`src/rtl/button_event_scheduler_if.sv`:
```
// rtl/button_event_scheduler_if.sv - event port shared by all buttons: valid/ready with button index and event code
interface button_event_scheduler_if;
   logic       evt_valid;
   logic       evt_ready;
   logic [2:0] evt_btn;
   logic [1:0] evt_code;

   modport master (output evt_valid, output evt_btn, output evt_code, input evt_ready);
   modport slave  (input evt_valid, input evt_btn, input evt_code, output evt_ready);
endinterface

```
`src/rtl/button_event_scheduler.sv`:
```
// rtl/button_event_scheduler.sv - per-button SHORT/LONG/DOUBLE classifier, 1-deep pending slots, round-robin event port
// Optional auto-repeat while held: define BTN_AUTOREPEAT_EN.
module button_event_scheduler #(
   parameter int N_BTN         = 4,
   parameter int LONG_CYCLES   = 50000000,
   parameter int DBL_WINDOW    = 25000000,
   parameter int REPEAT_CYCLES = 10000000,
   parameter int CNT_W         = 27
) (
   input  logic                 clk,
   input  logic                 rst,
   input  logic [N_BTN-1:0]     btn_p_edge_i,
   input  logic [N_BTN-1:0]     btn_n_edge_i,
   input  logic                 ovf_clr_i,
   output logic [N_BTN-1:0]     ovf_o,
   button_event_scheduler_if.master evt
);

   if (N_BTN < 2 || N_BTN > 8 || LONG_CYCLES < 2 || DBL_WINDOW < 2 || REPEAT_CYCLES < 1 ||
       64'(LONG_CYCLES) > (64'd1 << CNT_W) || 64'(DBL_WINDOW) > (64'd1 << CNT_W) ||
       64'(REPEAT_CYCLES) > (64'd1 << CNT_W)) begin : g_bad_cfg
      $error("button_event_scheduler: illegal parameter set");
   end

   typedef enum logic [2:0] {
      S_IDLE,
      S_PRESS1,
      S_HELD,
      S_GAP,
      S_PRESS2
   } state_t;

   localparam logic [1:0] CODE_REPEAT = 2'b00;
   localparam logic [1:0] CODE_SHORT  = 2'b01;
   localparam logic [1:0] CODE_LONG   = 2'b10;
   localparam logic [1:0] CODE_DOUBLE = 2'b11;

   localparam logic [CNT_W-1:0] CNT_MAX   = '1;
   localparam logic [CNT_W-1:0] LONG_LAST = CNT_W'(LONG_CYCLES - 1);
   localparam logic [CNT_W-1:0] DBL_LAST  = CNT_W'(DBL_WINDOW - 1);
`ifdef BTN_AUTOREPEAT_EN
   localparam logic [CNT_W-1:0] REP_LAST  = CNT_W'(REPEAT_CYCLES - 1);
`endif

   state_t           state_q   [N_BTN];
   state_t           state_d   [N_BTN];
   logic [CNT_W-1:0] cnt_q     [N_BTN];
   logic [CNT_W-1:0] cnt_d     [N_BTN];
   logic [1:0]       post_code [N_BTN];
   logic [1:0]       slot_code_q [N_BTN];
   logic [N_BTN-1:0] post_vld;
   logic [N_BTN-1:0] slot_full_q;
   logic [N_BTN-1:0] ovf_q;
   logic [N_BTN-1:0] drain;
   logic [N_BTN-1:0] p_eff;
   logic [N_BTN-1:0] n_eff;

   logic             evt_valid_q;
   logic [2:0]       evt_btn_q;
   logic [1:0]       evt_code_q;
   logic [2:0]       last_q;

   logic             load;
   logic             found;
   logic [2:0]       sel;
   logic [1:0]       sel_code;

   // A release pulse coinciding with a press pulse means the press was a glitch.
   assign p_eff = btn_p_edge_i & ~btn_n_edge_i;
   assign n_eff = btn_n_edge_i;

   always_comb begin
      for (int i = 0; i < N_BTN; i++) begin
         state_d[i]   = state_q[i];
         cnt_d[i]     = (cnt_q[i] == CNT_MAX) ? cnt_q[i] : cnt_q[i] + 1'b1;
         post_vld[i]  = 1'b0;
         post_code[i] = CODE_SHORT;
         case (state_q[i])
            S_IDLE: begin
               cnt_d[i] = '0;
               if (p_eff[i]) state_d[i] = S_PRESS1;
            end
            S_PRESS1: begin
               if (n_eff[i]) begin
                  state_d[i] = S_GAP;
                  cnt_d[i]   = '0;
               end else if (cnt_q[i] == LONG_LAST) begin
                  state_d[i]   = S_HELD;
                  cnt_d[i]     = '0;
                  post_vld[i]  = 1'b1;
                  post_code[i] = CODE_LONG;
               end
            end
            S_HELD: begin
               if (n_eff[i]) begin
                  state_d[i] = S_IDLE;
                  cnt_d[i]   = '0;
               end else begin
`ifdef BTN_AUTOREPEAT_EN
                  if (cnt_q[i] == REP_LAST) begin
                     cnt_d[i]     = '0;
                     post_vld[i]  = 1'b1;
                     post_code[i] = CODE_REPEAT;
                  end
`else
                  cnt_d[i] = '0;
`endif
               end
            end
            S_GAP: begin
               if (p_eff[i]) begin
                  state_d[i] = S_PRESS2;
                  cnt_d[i]   = '0;
               end else if (cnt_q[i] == DBL_LAST) begin
                  state_d[i]   = S_IDLE;
                  cnt_d[i]     = '0;
                  post_vld[i]  = 1'b1;
                  post_code[i] = CODE_SHORT;
               end
            end
            S_PRESS2: begin
               if (n_eff[i]) begin
                  state_d[i]   = S_IDLE;
                  cnt_d[i]     = '0;
                  post_vld[i]  = 1'b1;
                  post_code[i] = CODE_DOUBLE;
               end else if (cnt_q[i] == LONG_LAST) begin
                  state_d[i]   = S_HELD;
                  cnt_d[i]     = '0;
                  post_vld[i]  = 1'b1;
                  post_code[i] = CODE_DOUBLE;
               end
            end
            default: begin
               state_d[i] = S_IDLE;
               cnt_d[i]   = '0;
            end
         endcase
      end
   end

   // Round robin: lowest full slot above last wins, otherwise wrap to lowest full slot.
   always_comb begin
      load     = ~evt_valid_q | evt.evt_ready;
      found    = 1'b0;
      sel      = '0;
      sel_code = CODE_SHORT;
      for (int i = N_BTN - 1; i >= 0; i--) begin
         if (slot_full_q[i]) begin
            found    = 1'b1;
            sel      = 3'(i);
            sel_code = slot_code_q[i];
         end
      end
      for (int i = N_BTN - 1; i >= 0; i--) begin
         if (slot_full_q[i] && (3'(i) > last_q)) begin
            sel      = 3'(i);
            sel_code = slot_code_q[i];
         end
      end
      for (int i = 0; i < N_BTN; i++) begin
         drain[i] = load & found & (sel == 3'(i));
      end
   end

   always_ff @(posedge clk or posedge rst) begin
      if (rst) begin
         for (int i = 0; i < N_BTN; i++) begin
            state_q[i]     <= S_IDLE;
            cnt_q[i]       <= '0;
            slot_code_q[i] <= CODE_REPEAT;
         end
         slot_full_q <= '0;
         ovf_q       <= '0;
      end else begin
         for (int i = 0; i < N_BTN; i++) begin
            state_q[i] <= state_d[i];
            cnt_q[i]   <= cnt_d[i];
            if (post_vld[i] && (!slot_full_q[i] || drain[i])) begin
               slot_full_q[i] <= 1'b1;
               slot_code_q[i] <= post_code[i];
            end else if (drain[i]) begin
               slot_full_q[i] <= 1'b0;
            end
            if (post_vld[i] && slot_full_q[i] && !drain[i]) begin
               ovf_q[i] <= 1'b1;
            end else if (ovf_clr_i) begin
               ovf_q[i] <= 1'b0;
            end
         end
      end
   end

   always_ff @(posedge clk or posedge rst) begin
      if (rst) begin
         evt_valid_q <= 1'b0;
         evt_btn_q   <= '0;
         evt_code_q  <= '0;
         last_q      <= 3'(N_BTN - 1);
      end else if (load) begin
         evt_valid_q <= found;
         if (found) begin
            evt_btn_q  <= sel;
            evt_code_q <= sel_code;
            last_q     <= sel;
         end
      end
   end

   assign evt.evt_valid = evt_valid_q;
   assign evt.evt_btn   = evt_btn_q;
   assign evt.evt_code  = evt_code_q;
   assign ovf_o         = ovf_q;

endmodule
```
`src/flat_wrapper.sv`:
```
// flat-port wrapper written by rule: the top's interface ports become plain ports
module button_event_scheduler_flat 
#(
   parameter int N_BTN         = 4,
   parameter int LONG_CYCLES   = 50000000,
   parameter int DBL_WINDOW    = 25000000,
   parameter int REPEAT_CYCLES = 10000000,
   parameter int CNT_W         = 27
)
  (clk, rst, btn_p_edge_i, btn_n_edge_i, ovf_clr_i, ovf_o, evt_evt_valid, evt_evt_btn, evt_evt_code, evt_evt_ready);
  button_event_scheduler_if evt_i ();
  input  logic clk;
  input  logic rst;
  input  logic [N_BTN-1:0] btn_p_edge_i;
  input  logic [N_BTN-1:0] btn_n_edge_i;
  input  logic ovf_clr_i;
  output logic [N_BTN-1:0] ovf_o;
  output wire logic [$bits(evt_i.evt_valid)-1:0] evt_evt_valid;
  output wire logic [$bits(evt_i.evt_btn)-1:0] evt_evt_btn;
  output wire logic [$bits(evt_i.evt_code)-1:0] evt_evt_code;
  input wire logic [$bits(evt_i.evt_ready)-1:0] evt_evt_ready;
  assign evt_evt_valid = evt_i.evt_valid;
  assign evt_evt_btn = evt_i.evt_btn;
  assign evt_evt_code = evt_i.evt_code;
  assign evt_i.evt_ready = evt_evt_ready;
  button_event_scheduler #(.N_BTN(N_BTN), .LONG_CYCLES(LONG_CYCLES), .DBL_WINDOW(DBL_WINDOW), .REPEAT_CYCLES(REPEAT_CYCLES), .CNT_W(CNT_W)) u_core (.clk(clk), .rst(rst), .btn_p_edge_i(btn_p_edge_i), .btn_n_edge_i(btn_n_edge_i), .ovf_clr_i(ovf_clr_i), .ovf_o(ovf_o), .evt(evt_i));
endmodule
```
`config.mk`:
```
export PLATFORM = sky130hd
export DESIGN_NAME = button_event_scheduler_flat
export DESIGN_NICKNAME = d
export VERILOG_FILES = /design/src/rtl/button_event_scheduler_if.sv /design/src/rtl/button_event_scheduler.sv /design/src/flat_wrapper.sv
export SDC_FILE = /design/constraint.sdc
export NUM_CORES = 1
export LEC_CHECK = 0
export CAP_MARGIN = 20
export CORE_MARGIN = 3
export CORE_UTILIZATION = 25
export CTS_BUF_LIST = sky130_fd_sc_hd__clkbuf_8
export DETAILED_ROUTE_END_ITERATION = 16
export PLACE_DENSITY = 0.46
export SLEW_MARGIN = 20
export SYNTH_ARGS = -nofsm -noshare
export SYNTH_HDL_FRONTEND = slang
export SYNTH_SLANG_ARGS = --single-unit
```
`constraint.sdc`:
```
create_clock -name clk -period 5.02 [get_ports clk]
set_input_delay 1.506 -clock clk [delete_from_list [all_inputs] [get_ports clk]]
set_output_delay 1.506 -clock clk [all_outputs]
set_load 0.005 [all_outputs]
```
==> results.sh, run 1 <==
export IMPL_outcome="finished clean"
export IMPL_drc=0
export IMPL_hold_path_end="u_core.state_q[7]$_DFFE_PP0P_"
export IMPL_final_cell_area_um2=9060
export IMPL_diodes=0
export IMPL_grt_pass1_wl_um=32100
export IMPL_arrival_ps=3580
export IMPL_power_leakage_nw=3.48
export IMPL_maxSlewHeadroom=0.446
export IMPL_initial_core_util=0.255
export IMPL_clockBufferDepth=2
export IMPL_track_usage=0.114
export IMPL_p_sw_frac=0.344
export IMPL_die_w_um=186
export IMPL_fill_cells=3369
export IMPL_cp_max_fo=9
export IMPL_num_rows=65
export IMPL_cap_viol_max_count=0
export IMPL_core_area_um2=31600
export IMPL_p_clk_frac=0.304
export IMPL_first_pass_iters=4
export IMPL_htree_levels=4
export IMPL_synth_edf_count=0
export IMPL_ir_drop_uv=175
export IMPL_r2r_slack_ps=2300
export IMPL_via_per_inst=4.84
export IMPL_hold_depth=1
export IMPL_max_freq_ghz=0.309
export IMPL_period_share=0.644
export IMPL_r2r_cells=7
export IMPL_power_frac_seq=0.453
export IMPL_cts_hold_buf=0
export IMPL_layout_min_cycle_time_ps=3230
export IMPL_die_area_um2=34400
export IMPL_syn_area_um2=8060
export IMPL_worstReg2RegStart="u_core.cnt_q[54]$_DFF_PP0_"
export IMPL_synth_cells=876
export IMPL_syn2layout_area_growth_pct=12.5
export IMPL_end_kind="register"
export IMPL_worst_pin_slew_ps=830
export IMPL_finalSetupViolCount=0
export IMPL_synth_nets=892
export IMPL_maxSlewViolCount=0
export IMPL_place_area_um2=8650
export IMPL_yosys_warnings=0
export IMPL_cp_required_ps=5360
export IMPL_wl_per_cell_um=14.2
export IMPL_skew_ps=19.5
export IMPL_cts_made_buffers=17
export IMPL_switching_power_mw=1.10
export IMPL_combPwrFrac=0.243
export IMPL_port_buffers=20
export IMPL_synth_seq_cells=143
export IMPL_root_buffer="clkbuf_8"
export IMPL_r2r_end="u_core.cnt_q[56]$_DFF_PP0_"
export IMPL_die_y_um=186
export IMPL_async_reset_ff_frac=1.00
export IMPL_setup_tns_final_ps=0
export IMPL_critPathKind="in2reg"
export IMPL_syn_mean_instance_area_um2=9.20
export IMPL_ant_nets=0
export IMPL_yosysUniqueCellTypes=73
export IMPL_p_int_mw=2.10
export IMPL_io_pins=22
export IMPL_dp_hpwl_um=13000
export IMPL_synthFlopType="dfrtp_1"
export IMPL_power_density_nw_per_um2=354
export IMPL_pre_cts_ws_ps=1300
export IMPL_cts_tree="done"
export IMPL_clk_latency_ps=450
export IMPL_via_count=6327
export IMPL_cts_resized=0
export IMPL_min_delay_start="u_core.state_q[8]$_DFFE_PP0P_"
export IMPL_grt_overflow=0
export IMPL_hold_viol_final=0
export IMPL_fin_nets=908
export IMPL_setup_slack_ps=1790
export IMPL_clock_sinks=143
export IMPL_grt_pass1_vias=6245
export IMPL_drive_gt1_frac=0.0674
export IMPL_start_kind="input pin"
export IMPL_clk_pin_slew_worst_paths_ps=90
export IMPL_routed_wl_um=18600
export IMPL_drt_initial_drc_count=338
export IMPL_yosysSeqAreaShare=0.444
export IMPL_hold_path_class="reg2reg"
export IMPL_rsz0062_at_grt="no"
export IMPL_place_gp_congestion=0.793
export IMPL_postCtsSetupBuffers=0
export IMPL_grt_max_degree=38
export IMPL_antenna_found_initial=0
## cell families (layout without fill, tap and decap cells)
| family | Yosys count | after routing | share of synthesized area |
|---|---|---|---|
| flip-flops | 143 | 143 | 0.444 |
| AND/OR/NAND/NOR | 458 | 458 | 0.300 |
| XOR/XNOR | 90 | 90 | 0.0978 |
| AO/OA/AOI/OAI | 116 | 116 | 0.101 |
| buffers and inverters | 51 | 80 | 0.0325 |
| other | 1 | 1 | 0.000465 |
| multiplexers | 13 | 13 | 0.0168 |
| adder cells (fa/ha/maj) | 4 | 4 | 0.00621 |
## cells in the final DEF (no fill, tap or decap), types with 5 or more instances in the layout
cell type	count
nand2b_1	15
clkbuf_8	18
buf_4	6
o21ai_0	17
or3_1	7
dfrtp_1	141
mux2i_1	9
nor2b_1	13
xor2_1	55
and2_1	7
nor3_1	17
nor3b_1	6
and4_1	19
nor4b_1	6
o31ai_1	5
nor2_1	143
clkdlybuf4s50_1	20
a211oi_1	6
and3_1	31
nand3_1	48
nand2_1	65
a31oi_1	10
or4_1	6
clkinvlp_4	5
inv_1	22
nand4_1	42
nor4_1	12
a21oi_1	29
xnor2_1	35
o22ai_1	5
## synth_stat cells, drive strengths merged (4+ instances only)
library cell  instances  share of area
or3b                  4         0.0043
buf                  18          0.017
a21oi                30          0.020
o21ai                20          0.012
a32oi                 4         0.0043
nor4                 15          0.015
nor2b                13          0.010
nand2b               15          0.012
xor2                 55          0.060
and2                  8         0.0062
ha                    4         0.0062
nor4b                 6         0.0065
dfrtp               141           0.44
and3                 31          0.024
or4                   8         0.0084
and4                 19          0.021
mux2i                 9          0.011
nor3                 18          0.012
o21a                  4         0.0037
o31ai                 6         0.0073
nor3b                 6         0.0056
xnor2                35          0.038
clkbuf               12         0.0059
o22ai                 5         0.0039
nor2                143          0.067
inv                  21         0.0098
nand2                65          0.030
a211oi                6         0.0056
mux2                  4         0.0056
a31oi                10         0.0078
nand3                48          0.030
nand4                42          0.033
or3                   7         0.0054
## critical path, cell delays in order
cell	delay (ps)
clkdlybuf4s50_1	450
inv_1	80
a21o_1	280
or4_1	610
o21ai_0	360
nand2b_1	100
a22o_1	180
## registers in the layout (all words and copies together) (netlist names)
signal	flops
u_core.evt.evt_code	2
u_core.ovf_o	4
u_core.slot_full_q	4
u_core.last_q	2
u_core.slot_code_q	8
u_core.evt.evt_valid	1
u_core.state_q	12
u_core.evt.evt_btn	2
u_core.cnt_q	108
## power groups by stage
stage	combinational [mW]	sequential, mW	clock (mW)
3_3_place_gp	0.794	1.48	0
5_1_grt	0.897	1.48	1.06
3_5_place_dp	0.791	1.47	0
6_report	0.778	1.45	0.975
2_1_floorplan	0.675	1.38	0
4_1_cts	0.794	1.45	1.01
## layer usage
| metal | track usage | vias up | part of all wire |
|---|---|---|---|
| li1 | - | 3180 | - |
| met1 | 0.158 | 3085 | 0.51 |
| met2 | 0.176 | 51 | 0.45 |
| met3 | 0.0313 | 11 | 0.033 |
| met4 | 0.0270 | 0 | 0.0098 |
| met5 | 0 | - | 0 |
## cell type report
cell class / instances / area [µm²] / share of cell area
Clock buffer: 18 / 248 / 0.0273
Clock inverter: 14 / 168 / 0.0185
Inverter: 21 / 82.6 / 0.00911
Multi-Input combinational cell: 682 / 4210 / 0.465
Sequential cell: 143 / 3580 / 0.395
Tap cell: 402 / 503 / 0.0555
Timing Repair Buffer: 27 / 265 / 0.0293
## through the flow
stage / util / power, mW / hold WS (ps) / std cells
2_1_floorplan: - / 2.06 / 464 / 876
3_3_place_gp: 0.273 / 2.27 / 496 / 1275
3_5_place_dp: 0.273 / 2.26 / 502 / 1275
4_1_cts: 0.286 / 3.26 / 519 / 1307
5_1_grt: 0.286 / 3.44 / 552 / 1307
6_report: 0.286 / 3.20 / 514 / 1307
## worst max-delay path by stage
stage,startpoint,slack [ps],cells after the start,to
2_1_floorplan,rst,1720,1,u_core.cnt_q[0]$_DFF_PP0_
3_3_place_gp,evt_evt_ready,1340,7,u_core.slot_code_q[1]$_DFFE_PP0P_
3_5_place_dp,evt_evt_ready,1300,7,u_core.slot_code_q[1]$_DFFE_PP0P_
4_1_cts,evt_evt_ready,1800,7,u_core.slot_code_q[1]$_DFFE_PP0P_
5_1_grt,evt_evt_ready,1660,7,u_core.slot_code_q[1]$_DFFE_PP0P_
6_report,evt_evt_ready,1790,7,u_core.slot_code_q[1]$_DFFE_PP0P_
No activity file was read; power rests on OpenSTA's default activity.
==> run 2, diff against run 1 <==
--- a/config.mk
+++ b/config.mk
@@ -10,7 +10,7 @@
 export CORE_UTILIZATION = 25
 export CTS_BUF_LIST = sky130_fd_sc_hd__clkbuf_8
 export DETAILED_ROUTE_END_ITERATION = 16
-export PLACE_DENSITY = 0.46
+export PLACE_DENSITY = 0.45
 export SLEW_MARGIN = 20
 export SYNTH_ARGS = -nofsm -noshare
 export SYNTH_HDL_FRONTEND = slang
==> constraint.sdc (replaced) <==
create_clock -name clk -period 3.1 [get_ports clk]
set_input_delay 0.93 -clock clk [delete_from_list [all_inputs] [get_ports clk]]
set_output_delay 0.93 -clock clk [all_outputs]
set_load 0.005 [all_outputs]
==> results.sh, run 2 (synthesis results as in run 1) <==
export IMPL_outcome="finished clean"
export IMPL_min_delay_start="u_core.state_q[5]$_DFFE_PP0P_"
export IMPL_cap_viol_max_count=0
export IMPL_end_kind="register"
export IMPL_place_gp_congestion=0.789
export IMPL_rsz0062_at_grt="no"
export IMPL_via_count=6326
export IMPL_arrival_ps=2850
export IMPL_routed_wl_um=18800
export IMPL_syn2layout_area_growth_pct=13.2
export IMPL_fin_nets=920
export IMPL_clk_pin_slew_worst_paths_ps=90
export IMPL_p_clk_frac=0.276
export IMPL_maxSlewHeadroom=0.515
export IMPL_grt_pass1_wl_um=32500
export IMPL_power_frac_seq=0.461
export IMPL_maxSlewViolCount=0
export IMPL_r2r_cells=7
export IMPL_finalSetupViolCount=0
export IMPL_place_inst=1287
export IMPL_cts_made_buffers=17
export IMPL_r2r_slack_ps=560
export IMPL_grt_max_degree=73
export IMPL_postCtsSetupBuffers=0
export IMPL_cp_slowest_cell="or4b_1"
export IMPL_worstReg2RegStart="u_core.cnt_q[27]$_DFF_PP0_"
export IMPL_period_share=0.819
export IMPL_via_per_inst=4.80
export IMPL_final_common_cell="nor2_1"
export IMPL_layout_min_cycle_time_ps=2540
export IMPL_skew_ps=24.5
export IMPL_power_leakage_nw=3.53
export IMPL_root_buffer="clkbuf_8"
export IMPL_largest_reg_flops=108
export IMPL_port_buffers=20
export IMPL_ir_drop_uv=290
export IMPL_regMostFlops="u_core.cnt_q"
export IMPL_max_freq_ghz=0.394
export IMPL_cp_slowest_stage_delay_ps=810
export IMPL_die_w_um=186
export IMPL_cp_required_ps=3410
export IMPL_r2r_end="u_core.cnt_q[40]$_DFF_PP0_"
export IMPL_die_y_um=186
export IMPL_cts_hold_buf=0
export IMPL_cts_resized=0
export IMPL_core_area_um2=31600
export IMPL_cp_max_fo=19
export IMPL_first_pass_iters=5
export IMPL_cp_common_cell="and3_1"
export IMPL_track_usage=0.115
export IMPL_reg_top3="u_core.cnt_q x108, u_core.state_q x12, u_core.slot_code_q x8"
export IMPL_dp_hpwl_um=12900
export IMPL_start_kind="register"
export IMPL_hold_depth=1
export IMPL_ant_nets=0
export IMPL_wl_per_cell_um=14.2
export IMPL_setup_tns_final_ps=0
export IMPL_final_util=0.288
export IMPL_htree_levels=4
export IMPL_grt_pass1_vias=6328
export IMPL_combPwrFrac=0.264
export IMPL_io_pins=22
export IMPL_path_cells="ha_1, and3_1, and3_1, or4b_1, nand4_1, xor2_1, nor2_1"
export IMPL_hold_path_end="u_core.state_q[3]$_DFFE_PP0P_"
export IMPL_fill_cells=3322
export IMPL_drc=0
export IMPL_fin_cells=1319
export IMPL_switching_power_mw=1.87
export IMPL_num_rows=65
export IMPL_clk_latency_ps=450
export IMPL_initial_core_util=0.255
export IMPL_power_density_nw_per_um2=560
export IMPL_clock_sinks=143
export IMPL_die_area_um2=34400
export IMPL_hold_viol_final=0
export IMPL_p_sw_frac=0.366
export IMPL_layout_common_cells="nor2_1 (143), dfrtp_1 (141), nand2_1 (65), xor2_1 (55), nand3_1 (48)"
export IMPL_cts_tree="done"
export IMPL_drt_initial_drc_count=344
export IMPL_clockBufferDepth=2
export IMPL_antenna_found_initial=0
export IMPL_worst_pin_slew_ps=721
export IMPL_diodes=0
export IMPL_hold_path_class="reg2reg"
export IMPL_critPathKind="reg2reg"
export IMPL_p_int_mw=3.24
export IMPL_drive_gt1_frac=0.0807
export IMPL_grt_overflow=0
-- run 2: cell types whose count changed in the layout (fill, tap and decap cells not counted), sizes merged --
| cell | before | now |
|---|---|---|
| buf | 7 | 19 |
| bufinv | 3 | 0 |
| clkbuf | 18 | 17 |
| clkinvlp | 5 | 4 |
| inv | 24 | 29 |
-- run 2: worst max-delay path, delay by kind of cell (launching register included) --
family                     cells  cell delay (ps)
and+or+nand+nor                5             1680
DFF                            1              400
adders and majority gates      1              180
xor gates and xnor gates       1              160
-- run 2: layout make-up --
cell class / count / area, µm² / area share
Multi-Input combinational cell: 682 / 4210 / 0.462
Sequential cell: 143 / 3580 / 0.392
Tap cell: 402 / 503 / 0.0551
Clock inverter: 15 / 129 / 0.0141
Timing Repair Buffer: 39 / 380 / 0.0417
Inverter: 21 / 82.6 / 0.00905
Clock buffer: 17 / 234 / 0.0256
-- run 2: routing by layer --
layer  track usage  vias to the layer above  share of wire  wire, µm
li1              -                     3191              -         -
met1         0.162                     3054           0.51      9530
met2         0.181                       73           0.46      8560
met3        0.0244                        8          0.026       494
met4        0.0264                        0         0.0091       170
met5             0                        -              0         0
-- run 2: metrics by stage --
step | hold WS [ps] | setup WS (ps) | power (mW) | cell area, µm²
detailed placement | 500 | 196 | 3.75 | 8760
global route | 537 | 386 | 5.50 | 9120
floorplan | 464 | 381 | 3.33 | 8060
finish | 512 | 561 | 5.11 | 9120
global placement | 503 | 209 | 3.77 | 8760
CTS | 512 | 563 | 5.22 | 9120
-- run 2: power by group through the flow --
stage	Clock (mW)	Combinational (mW)	Sequential, mW
floorplan	0	1.09	2.23
global placement	0	1.38	2.39
global route	1.57	1.54	2.39
finish	1.41	1.35	2.35
CTS	1.49	1.37	2.35
detailed placement	0	1.37	2.38
-- run 2: worst max-delay path by stage --
stage,from,end,slack [ps]
global route,u_core.cnt_q[27]$_DFF_PP0_,u_core.cnt_q[50]$_DFF_PP0_,390
detailed placement,evt_evt_ready,u_core.slot_code_q[2]$_DFFE_PP0P_,200
CTS,u_core.cnt_q[27]$_DFF_PP0_,u_core.cnt_q[40]$_DFF_PP0_,560
finish,u_core.cnt_q[27]$_DFF_PP0_,u_core.cnt_q[40]$_DFF_PP0_,560
global placement,btn_n_edge_i[3],u_core.slot_code_q[0]$_DFFE_PP0P_,210
floorplan,rst,u_core.cnt_q[0]$_DFF_PP0_,380
==> run 3, diff against run 2 <==
--- a/config.mk
+++ b/config.mk
@@ -10,7 +10,7 @@
 export CORE_UTILIZATION = 25
 export CTS_BUF_LIST = sky130_fd_sc_hd__clkbuf_8
 export DETAILED_ROUTE_END_ITERATION = 16
-export PLACE_DENSITY = 0.45
+export PLACE_DENSITY = 0.46
 export SLEW_MARGIN = 20
 export SYNTH_ARGS = -nofsm -noshare
 export SYNTH_HDL_FRONTEND = slang
==> constraint.sdc (replaced) <==
create_clock -name clk -period 2.1 [get_ports clk]
set_input_delay 0.63 -clock clk [delete_from_list [all_inputs] [get_ports clk]]
set_output_delay 0.63 -clock clk [all_outputs]
set_load 0.005 [all_outputs]
==> results.sh, run 3 (synthesis results as in run 1) <==
export IMPL_via_count=6966
export IMPL_period_share=1.07
export IMPL_drive_gt1_frac=0.274
export IMPL_track_usage=0.122
export IMPL_worstReg2RegStart="u_core.cnt_q[61]$_DFF_PP0_"
export IMPL_place_area_um2=9900
export IMPL_cp_max_fo=4
export IMPL_root_buffer="clkbuf_8"
export IMPL_place_gp_congestion=0.815
export IMPL_cp_slowest_stage_delay_ps=550
export IMPL_first_pass_iters=4
export IMPL_grt_max_degree=70
export IMPL_cp_slowest_cell="or4_4"
export IMPL_reg_top3="u_core.cnt_q x108, u_core.state_q x12, u_core.slot_code_q x8"
export IMPL_fin_nets=1076
export IMPL_power_frac_seq=0.400
export IMPL_r2r_slack_ps=-150
export IMPL_path_cells="or4_4, nor4_4, nand4_1, or4_1, mux2_2"
export IMPL_p_clk_frac=0.272
export IMPL_end_kind="register"
export IMPL_critPathKind="reg2reg"
export IMPL_cts_hold_buf=0
export IMPL_arrival_ps=2570
export IMPL_p_int_mw=5.54
export IMPL_port_buffers=20
export IMPL_combPwrFrac=0.328
export IMPL_maxSlewViolCount=0
export IMPL_cts_tree="done"
export IMPL_num_rows=65
export IMPL_grt_pass1_vias=6974
export IMPL_rsz0062_at_grt="yes"
export IMPL_cap_viol_max_count=0
export IMPL_power_density_nw_per_um2=785
export IMPL_clk_latency_ps=460
export IMPL_hold_path_end="u_core.state_q[9]$_DFFE_PP0P_"
export IMPL_clockBufferDepth=2
export IMPL_wl_per_cell_um=13.9
export IMPL_cp_required_ps=2430
export IMPL_power_leakage_nw=4.44
export IMPL_p_sw_frac=0.346
export IMPL_regMostFlops="u_core.cnt_q"
export IMPL_hold_path_class="reg2reg"
export IMPL_clk_pin_slew_worst_paths_ps=90
export IMPL_grt_pass1_wl_um=34500
export IMPL_pre_cts_ws_ps=-475
export IMPL_setup_slack_ps=-146
export IMPL_grt_overflow=0
export IMPL_clock_sinks=143
export IMPL_ant_nets=0
export IMPL_core_area_um2=31600
export IMPL_die_y_um=186
export IMPL_via_per_inst=4.72
export IMPL_htree_levels=4
export IMPL_switching_power_mw=2.92
export IMPL_hold_depth=1
export IMPL_cts_made_buffers=17
export IMPL_start_kind="register"
export IMPL_initial_core_util=0.255
export IMPL_hold_viol_final=0
export IMPL_ir_drop_uv=347
export IMPL_whs_ps=506
export IMPL_largest_reg_flops=108
export IMPL_antenna_found_initial=0
export IMPL_failed_checks="setup timing"
export IMPL_final_common_cell="buf_4"
export IMPL_io_pins=22
export IMPL_dp_hpwl_um=14500
export IMPL_syn2layout_area_growth_pct=33.9
export IMPL_drt_initial_drc_count=336
export IMPL_final_cell_area_um2=10800
export IMPL_min_delay_start="u_core.state_q[11]$_DFFE_PP0P_"
export IMPL_outcome="finished with violations"
export IMPL_r2r_end="u_core.slot_code_q[4]$_DFFE_PP0P_"
export IMPL_skew_ps=21.2
export IMPL_r2r_cells=5
export IMPL_finalSetupViolCount=29
export IMPL_drc=0
export IMPL_routed_wl_um=20500
export IMPL_die_area_um2=34400
export IMPL_max_freq_ghz=0.445
export IMPL_die_w_um=186
export IMPL_layout_min_cycle_time_ps=2250
export IMPL_layout_common_cells="buf_4 (160), dfrtp_1 (140), nor2_1 (123), nand2_1 (62), xor2_1 (55)"
export IMPL_diodes=0
-- run 3: layer usage --
layer | vias to the layer above | track usage | wire (µm)
li1 | 3504 | - | -
met1 | 3373 | 0.162 | 9880
met2 | 73 | 0.203 | 9750
met3 | 16 | 0.0238 | 635
met4 | 0 | 0.0345 | 218
met5 | - | 0 | 0
-- run 3: repair_timing --
item                       4_1_cts  5_1_grt
gates resized for setup         18       71
setup buffers                    8       10
gates cloned                     1        3
pin swaps                       10       26
setup endpoints to repair       56      128
-- run 3: power groups by stage --
stage	sequential (mW)	combinational (mW)	clock, mW
2_1_floorplan	3.30	1.62	0
3_3_place_gp	3.44	2.46	0
3_5_place_dp	3.44	2.47	0
4_1_cts	3.39	2.65	2.41
5_1_grt	3.45	3.09	2.55
6_report	3.39	2.77	2.30
-- run 3: cell type report --
class	instances	area [µm²]
fillers	3194	20900
multi-input cells	684	4580
flip-flops and latches	143	3580
repair buffers	193	1630
well taps	402	503
clock buffers	19	262
clock inverters	13	151
inverters	21	82.6
-- run 3: through the flow --
stage | utilization | TNS, ps | total power, mW | cells
after floorplan | - | -45300 | 4.92 | 876
after global placement | 0.313 | -16520 | 5.90 | 1426
after detailed placement | 0.313 | -16950 | 5.91 | 1426
after CTS | 0.331 | -1700 | 8.45 | 1467
after global routing | 0.341 | -6410 | 9.09 | 1475
final | 0.341 | -1150 | 8.46 | 1475
-- run 3: worst max path at each step --
stage,from,endpoint,slack (ps),cells past startpoint
5_1_grt,u_core.cnt_q[61]$_DFF_PP0_,u_core.slot_code_q[4]$_DFFE_PP0P_,-260,5
3_3_place_gp,btn_n_edge_i[3],u_core.slot_code_q[0]$_DFFE_PP0P_,-470,7
3_5_place_dp,btn_n_edge_i[3],u_core.slot_code_q[0]$_DFFE_PP0P_,-470,7
2_1_floorplan,rst,u_core.cnt_q[0]$_DFF_PP0_,-320,1
6_report,u_core.cnt_q[61]$_DFF_PP0_,u_core.slot_code_q[4]$_DFFE_PP0P_,-150,5
4_1_cts,u_core.cnt_q[61]$_DFF_PP0_,u_core.slot_code_q[4]$_DFFE_PP0P_,-200,5
-- run 3: worst max-delay path, delay by kind of cell, from the launching register on --
| family | cells | cell delay (ps) |
|---|---|---|
| DFF | 1 | 400 |
| muxes | 1 | 270 |
| and+or+nand+nor | 4 | 1460 |
